<file path="src/rtl/rc_lowpass_filter.sv">
// First-order RC low-pass: y += alpha*(x - y) once per audio sample,
// using a 16-cycle serial shift-add multiply instead of a hardware multiplier.
module rc_lowpass_filter #(
  parameter int CLOCK_RATE   = 50000000,
  parameter int SAMPLE_RATE  = 48000,
  parameter int R            = 10000,
  parameter int C_35_SHIFTED = 1134
) (
  input  logic        clk,
  input  logic        rst_n,
  input  logic        audio_clk_en,
  input  logic [15:0] in,
  output logic [15:0] out,
  output logic        out_valid,
  output logic        overrun
);

  // alpha = dt/(RC+dt) in Q16, with RC and dt both scaled by 2^35
  localparam logic [63:0] DEN =
    64'(R) * 64'(C_35_SHIFTED) * 64'(SAMPLE_RATE) + (64'd1 << 35);
  localparam logic [63:0] ALPHA_RAW = (64'd1 << 51) / DEN;
  localparam logic [15:0] ALPHA =
    (ALPHA_RAW < 64'd1)     ? 16'd1 :
    (ALPHA_RAW > 64'd65535) ? 16'hFFFF : ALPHA_RAW[15:0];

  // One sample needs 18 clocks, so the clock must outpace the sample rate by that much
  generate
    if (CLOCK_RATE < SAMPLE_RATE * 18) begin : g_rate_chk
      $error("rc_lowpass_filter: CLOCK_RATE too low for SAMPLE_RATE");
    end
  endgenerate

  typedef enum logic [1:0] {IDLE, MUL, ACC} state_t;

  state_t      r_state;
  logic [16:0] r_diff;
  logic [32:0] r_acc;
  logic [3:0]  r_cnt;
  logic [15:0] r_y;

  logic signed [32:0] w_addend;
  logic signed [17:0] w_sum;
  logic        [15:0] w_sat;
  logic        [16:0] w_diff;

  assign w_diff   = 17'($signed({in[15], in}) - $signed({r_y[15], r_y}));
  assign w_addend = ALPHA[r_cnt] ? ($signed({{16{r_diff[16]}}, r_diff}) <<< r_cnt) : 33'sd0;
  // acc >>> 16 keeps the top 17 bits; adding into 18 bits cannot overflow
  assign w_sum    = $signed({{2{r_y[15]}}, r_y}) + $signed({r_acc[32], r_acc[32:16]});

  always_comb begin
    w_sat = w_sum[15:0];
    if (w_sum > 18'sd32767)       w_sat = 16'h7FFF;
    else if (w_sum < -18'sd32768) w_sat = 16'h8000;
  end

  always_ff @(posedge clk or negedge rst_n) begin
    if (!rst_n) begin
      r_state   <= IDLE;
      r_diff    <= '0;
      r_acc     <= '0;
      r_cnt     <= '0;
      r_y       <= '0;
      out       <= '0;
      out_valid <= 1'b0;
      overrun   <= 1'b0;
    end else begin
      out_valid <= 1'b0;
      case (r_state)
        IDLE: begin
          if (audio_clk_en) begin
            r_diff  <= w_diff;
            r_acc   <= '0;
            r_cnt   <= '0;
            r_state <= MUL;
          end
        end
        MUL: begin
          if (audio_clk_en) overrun <= 1'b1;
          r_acc <= r_acc + w_addend;
          r_cnt <= r_cnt + 4'd1;
          if (r_cnt == 4'd15) r_state <= ACC;
        end
        ACC: begin
          if (audio_clk_en) overrun <= 1'b1;
          r_y       <= w_sat;
          out       <= w_sat;
          out_valid <= 1'b1;
          r_state   <= IDLE;
        end
        default: r_state <= IDLE;
      endcase
    end
  end

endmodule

</file>
<file path="config.mk">
export PLATFORM = sky130hd
export DESIGN_NAME = rc_lowpass_filter
export DESIGN_NICKNAME = d
export VERILOG_FILES = /design/src/rtl/rc_lowpass_filter.sv
export SDC_FILE = /design/constraint.sdc
export NUM_CORES = 1
export LEC_CHECK = 0
export BUFFER_PORTS_ARGS = -buffer_cell sky130_fd_sc_hd__clkbuf_2
export CORE_AREA = 8 8 125 127
export CTS_BUF_LIST = sky130_fd_sc_hd__clkbuf_2 sky130_fd_sc_hd__clkbuf_4 sky130_fd_sc_hd__clkbuf_8
export CTS_CLUSTER_SIZE = 12
export DETAILED_ROUTE_END_ITERATION = 8
export DIE_AREA = 0 0 133 135
export MAX_ROUTING_LAYER = met4
export PLACE_DENSITY = 0.67
export SETUP_SLACK_MARGIN = 0.15
export SKIP_LAST_GASP = 1
export SYNTH_ARGS = -nofsm -noshare
export SYNTH_HDL_FRONTEND = slang
export SYNTH_SLANG_ARGS = --single-unit
</file>
<file path="constraint.sdc">
create_clock -name clk -period 5.5 [get_ports clk]
set_input_delay 0.825 -clock clk [delete_from_list [all_inputs] [get_ports clk]]
set_output_delay 0.825 -clock clk [all_outputs]
set_load 0.05 [all_outputs]
</file>
==> impl_results.md, run 1 <==
- Status: finished, final reports clean
- Detailed Place HPWL: roughly 13000 µm
- Largest family of logic cells by synthesized area: compound AO/OA/AOI/OAI gates
- Crit. End Element: flip-flop
- Total track usage: 0.2045
- Adder-cell share of the synthesized area: 0.1391
- Max_cap viols: 0
- PortBufs: 36
- Clock skew: 0.01192 ns
- Ys Warns: 0
- Reg power frac: 0.241
- Cell Area, Synth: between 6000 and 7000 µm²
- CTS root buf: clkbuf_8
- R2R depth: 16
- Clock share of power: 0.105
- DRC: 0
- Final wirelength: 17480 µm
- Post-Synth XOR/XNOR Area: 0.06577
- Routability congestion estimate from global placement: 0.9711
- Setup TNS: 0 ns
- Leading cell type in the layout, fill and taps excluded: nand2_1
- Tcrit/Tclk final: 0.8072
- Vias post-DR: between 5000 and 6000
- Switch share: 0.5020
- WS Path Type: reg2reg
- Hold Startpoint: overrun
- Initial antenna violation count: 0
- DRT antenna net count: 0
- Reg2reg end: r_acc[31]
- Top FF cell, synth: dfrtp_1
- # H-tree levels: 3
- Worst path arrival time: around 4.7 ns
- CTS resizes: 0
- Final hold vios: 0
- Starting Density: 0.4877
- Largest net degree at the start of global routing: 75
- Share of Yosys cell area claimed by the top area cell type: 0.2789
- Worst Hold Class: reg2reg
- Global route overflow: 0
- WL/cell: 17.51 µm
- Unrepaired setup endpoints after global routing: no
- Multiplexer area fraction after synthesis: 0.05183
- Clock-pin slew on the worst setup and hold paths: 0.08 ns
- P per Cell Area: 555.5 nW/µm²
- Ports: 37
- Cell accounting for the most synthesized area: dfrtp_1
- Hold path depth: 1
- Mapped Nets: roughly 880
- FP Rows: 43
- TritonCTS buffer count: 9
- Sequential area share after synthesis: 0.2789
- Asr flop ratio synth: 1.000
- Synth area leaders: dfrtp_1, ha_1, a21oi_1
- Period minus WS final: between 4 and 5 ns
- Slew margin rel.: 0.2725
- DR iter-0 viols: roughly 480
- Cts hold-fix bufs: 0
- Post-CTS setup buffers: 0
- Crit Path Max Fanout: 12
- Final #Nets: 904
- Power Internal: 1.971 mW
- Most frequent cells in the layout: nand2_1, a21oi_1, o21ai_0
- Area post-placement: a little under 7000 µm²
- R2R Setup Slk: 1.06 ns
- Design Area, Final: 7126 µm²
- Pins Over Slew Limit: 0
- Layout area overhead: 7.331%
- Fmax: roughly 0.23 GHz
- Die Y: 135 µm
- Syn Area/Cell: 8.372 µm²
- Max VDD drop: 0.1872 mV
- Post-synth EDFFs: 0
- Distinct cell type count after synthesis: 73
- Synthesized flop and latch total: 74
- Die Wd: 133 µm
- Finished Core Util: 0.5235
- Worst path required time: 5.71 ns
- Vias per cell: 5.983
- Simple-gate share of the synthesized area: 0.1542
- Share of cells above drive strength 1: 0.1051
- CTS tree: built
- Die area: about 18000 µm²
- Reg2Reg Launch Point: r_cnt[0]
- Worst-skew pair later-pin latency: approximately 0.38 ns
- Psw: between 1.5 and 2 mW
- Lkg Pwr: 3.272 nW
- Worst Hold End: overrun
- Clock Path Buffers: 2
- CORE AREA: between 10000 and 15000 µm²
- Vias in the first global route: roughly 5700
- Post-Synthesis Cells: between 700 and 800
- Crit path launch type: flip-flop
- First-pass GRT wire length: 29060 µm
- Worst slew pin tran: 1.091 ns
- Setup violations, final: 0
- Hold slack: 0.4654 ns
- Drt pass-1 iters: 5
- Compound-Gate Fraction of Synth Area: 0.2654
- Sink Count: 74
- Combinational Power Share: 0.654
- Ant diodes: 0
## state kept, by name, indices dropped and copies added (netlist names)
register,cells
r_y,16
overrun,1
r_acc,33
r_diff,17
out_valid,1
r_cnt,4
r_state,2
## critical path, cell delays in order, from the launching register on
cell	delay, ns
dfrtp_1	0.64
buf_4	0.30
mux2_2	0.35
o21ai_0	0.37
nor2_1	0.07
a21oi_1	0.15
nor2_1	0.06
ha_1	0.33
o31ai_1	0.36
o31ai_1	0.17
o221ai_1	0.31
o21a_1	0.18
a21oi_1	0.06
a221oi_1	0.45
a31oi_1	0.18
mux2i_1	0.16
o311ai_0	0.13
## cell usage after synthesis, drive strengths merged, types with 14 or more instances
| cell type | count |
|---|---|
| dfrtp | 74 |
| nand2 | 86 |
| xnor2 | 26 |
| a21o | 17 |
| nor2 | 44 |
| xor2 | 23 |
| clkbuf | 23 |
| nand3 | 14 |
| inv | 45 |
| o21ai | 85 |
| nor3 | 14 |
| mux2i | 22 |
| ha | 69 |
| a21oi | 84 |
## worst max-delay path by stage
stage | start | to | slack [ns]
after detailed placement | r_cnt[0] | r_acc[31] | 1.15
final | r_cnt[0] | r_acc[31] | 1.06
after CTS | r_cnt[0] | r_acc[31] | 1.12
after global placement | r_cnt[0] | r_acc[31] | 1.21
after global routing | r_cnt[0] | r_acc[31] | 0.73
after floorplan | r_cnt[0] | r_acc[31] | 1.50
## layout make-up
cell class                      instances  area [µm²]
Tap cell                              180       225.2
Inverter                               46       172.7
Clock inverter                          4       26.28
Multi-Input combinational cell        644        4493
Timing Repair Buffer                   38       197.7
Sequential cell                        74        1852
Fill cell                            1287        6486
Clock buffer                           12       158.9
## logic make-up (layout without fill, tap and decap cells)
group                      after synthesis  after routing
buffers and inverters                   75            100
xor gates and xnor gates                49             49
muxes                                   31             31
AOI/OAI and AO/OA                      279            279
DFF                                     74             74
adders and majority gates               72             72
and+or+nand+nor                        213            213
## per-layer routing
metal | vias to the layer above | share of wire | track usage
met1 | 2881 | 0.46 | 0.2518
met5 | - | 0 | -
met3 | 29 | 0.049 | 0.05275
met2 | 146 | 0.47 | 0.3202
li1 | 2915 | - | -
met4 | 0 | 0.024 | 0.07003
## power groups by stage
stage          sequential, mW  clock (mW)  combinational, mW
2_1_floorplan           0.845           0               2.08
3_3_place_gp            0.954           0               2.50
3_5_place_dp            0.963           0               2.56
4_1_cts                 0.953       0.428               2.57
5_1_grt                 0.981       0.451               2.89
6_report                0.954       0.416               2.59
## metrics by stage
| step | setup WS, ns | power, mW | std cells |
|---|---|---|---|
| after detailed placement | 1.153 | 3.521 | 982 |
| after floorplan | 1.497 | 2.925 | 793 |
| after CTS | 1.122 | 3.951 | 998 |
| after global routing | 0.7350 | 4.321 | 998 |
| after global placement | 1.207 | 3.456 | 982 |
| final | 1.060 | 3.958 | 998 |
(Power assumes the default switching activity.)
==> run 2, diff against run 1 <==
==> constraint.sdc (replaced) <==
create_clock -name clk -period 4.2 [get_ports clk]
set_input_delay 0.63 -clock clk [delete_from_list [all_inputs] [get_ports clk]]
set_output_delay 0.63 -clock clk [all_outputs]
set_load 0.05 [all_outputs]
==> run 2 against run 1 <==
Total power grew 36%. Wire length increased by 2.5%. Maximum frequency is 17% higher. Critical path depth unchanged. Sequential cell count unchanged. Sequential power rose by 26%. Global-route usage rose by 0.33 points. Combinational power increased by 38%. Cell count up 1.6%. Largest power group unchanged.
==> impl_results.md, run 2 (synthesis results as in run 1) <==
- Vias in the first global route: 5929 (+4.1%)
- P per Cell Area: 735.7 nW/µm² (+32%)
- Initial antenna violation count: 0 (unchanged)
- DRC: 0 (unchanged)
- Slowest cell delay on critical path: 0.47 ns (-0.17 ns)
- Leading cell type in the layout, fill and taps excluded: nand2_1
- Final #Nets: 920 (+1.8%)
- Most frequent cells in the layout: nand2_1, a21oi_1, o21ai_0
- PortBufs: 36 (unchanged)
- WS Path Type: reg2reg
- CP max-delay cell: dfrtp_2
- Setup violations, final: 0 (unchanged)
- CTS tree: built
- Fmax: 0.2636 GHz (+17%)
- Vias post-DR: 6052 (+1.4%)
- Detailed Place HPWL: 13670 µm (+2.0%)
- Final wirelength: 17910 µm (+2.5%)
- Die area: 17960 µm² (unchanged)
- Worst path arrival time: 4.00 ns (-0.65 ns)
- Pre-CTS worst setup slack: 0.1598 ns (-0.9927 ns)
- Cell family with most CP delay: compound AO/OA/AOI/OAI gates
- Clock skew: 0.009398 ns (-0.002517 ns)
- Period minus WS final: 3.793 ns (-0.6465 ns)
- Crit. End Element: flip-flop
- Largest net degree at the start of global routing: 75 (unchanged)
- Worst-skew pair later-pin latency: 0.38 ns (about the same)
- Status: finished, final reports clean
- DR iter-0 viols: 428 (-9.9%)
- Crit-path cells: buf_4 -> mux2i_1 -> mux2i_1 -> and2_1 -> o21a_1 -> ha_1 -> and2_1 -> o21ai_0 -> o31ai_2 -> o221ai_2 -> o21a_1 -> a21oi_2 -> a221oi_2 -> a31oi_1 -> mux2i_1 -> o311ai_0
- # H-tree levels: 3 (unchanged)
- Total track usage: 0.2077 (+0.003252)
- Max VDD drop: 0.3114 mV (+66%)
- Drt pass-1 iters: 5 (unchanged)
- Slew margin rel.: 0.3376 (+0.06516)
- Clock-pin slew on the worst setup and hold paths: 0.09 ns (about the same)
- Layout area overhead: 10.06%
- Die Y: 135 µm (unchanged)
- Unrepaired setup endpoints after global routing: no
- CORE AREA: 13610 µm² (unchanged)
- TritonCTS buffer count: 9 (unchanged)
- FP Rows: 43 (unchanged)
- Clock Path Buffers: 2 (unchanged)
- First-pass GRT wire length: 29350 µm (+0.97%)
- Final hold vios: 0 (unchanged)
- Crit path top cell by count: mux2i_1
- Worst path required time: 4.41 ns (-1.30 ns)
- Worst slew pin tran: 0.9911 ns (-0.1001 ns)
- Worst setup margin: 0.4067 ns (-0.6535 ns)
- Buffers & Inverters on Critical Path: 1 (unchanged)
- CTS root buf: clkbuf_8
- Ant diodes: 0 (unchanged)
- Max_cap viols: 0 (unchanged)
- Area post-placement: 7015 µm² (+1.1%)
- Crit Path Max Fanout: 9 (-3)
- Tcrit/Tclk final: 0.9032 (+0.09593)
- R2R depth: 16 (unchanged)
- Vias per cell: 5.968 (-0.24%)
- Worst Hold Class: in2async
- Starting Density: 0.4877 (unchanged)
- Cts hold-fix bufs: 0 (unchanged)
- Design Area, Final: 7307 µm² (+2.5%)
- Routability congestion estimate from global placement: 0.9512 (-2.0%)
- Cell count along the critical path: 16 (unchanged)
- Pins Over Slew Limit: 0 (unchanged)
- Regs by FF count: r_acc (33), r_diff (17), r_y (16)
- Ports: 37 (unchanged)
- Top reg by flops: r_acc
- Share of cells above drive strength 1: 0.1355 (+0.03036)
- DRT antenna net count: 0 (unchanged)
- Global route overflow: 0 (unchanged)
- WL/cell: 17.66 µm (+0.84%)
- Crit path launch type: flip-flop
- Fillcell total: 1308 (+1.6%)
- Lkg Pwr: 3.358 nW (+2.6%)
- Number of flip-flops under the largest register name: 33 (unchanged)
- Die Wd: 133 µm (unchanged)
- Setup TNS: 0 ns (unchanged)
- Sink Count: 74 (unchanged)
## run 2: per-stage QoR
step                power, mW    util  instances  hold slack [ns]
global placement        4.578  0.5154        992           0.4467
detailed placement      4.676  0.5154        992           0.4495
floorplan               3.831       -        793           0.3344
finish                  5.376  0.5368       1014           0.3941
global route            5.880  0.5368       1014           0.4828
CTS                     5.284  0.5308       1008           0.4404
## run 2: metal layers
layer / GRT usage / vias up / share of wire
met1: 0.2516 / 2901 / 0.45
met4: 0.09779 / 0 / 0.032
li1: - / 2964 / -
met5: - / - / 0
met2: 0.3388 / 145 / 0.48
met3: 0.02712 / 42 / 0.032
## run 2: where the power goes
part,total (mW),internal [mW],leakage [nW],switching [mW]
combinational,3.58,1.47,2.29,2.11
sequential,1.20,0.946,0.964,0.255
clock,0.595,0.292,0.103,0.303
total,5.38,2.71,3.36,2.66
## run 2: worst paths after layout
| kind | endpoint | startpoint | slack [ns] |
|---|---|---|---|
| worst max-delay path | r_acc[31] | r_cnt[0] | 0.41 |
| worst min-delay path | r_diff[4] | rst_n | 0.39 |
| worst max register to register | r_acc[31] | r_cnt[0] | 0.41 |
| worst min register to register | overrun | overrun | 0.47 |
| max in group asynchronous | r_cnt[1] | rst_n | 3.15 |
| min in group clk | overrun | overrun | 0.47 |
## run 2: layout make-up
type                            count  area, µm²  area share
Clock inverter                      6      65.06    0.008904
Tap cell                          180      225.2     0.03082
Timing Repair Buffer               54      317.8     0.04349
Inverter                           46      172.7     0.02363
Multi-Input combinational cell    644       4534      0.6205
Sequential cell                    74       1854      0.2538
Clock buffer                       10      137.6     0.01884
## run 2: timing repair
action,in CTS,in global routing
buffers inserted,0,6
resized for setup,2,10
hold endpoints to repair,0,0
setup endpoints to repair,1,10
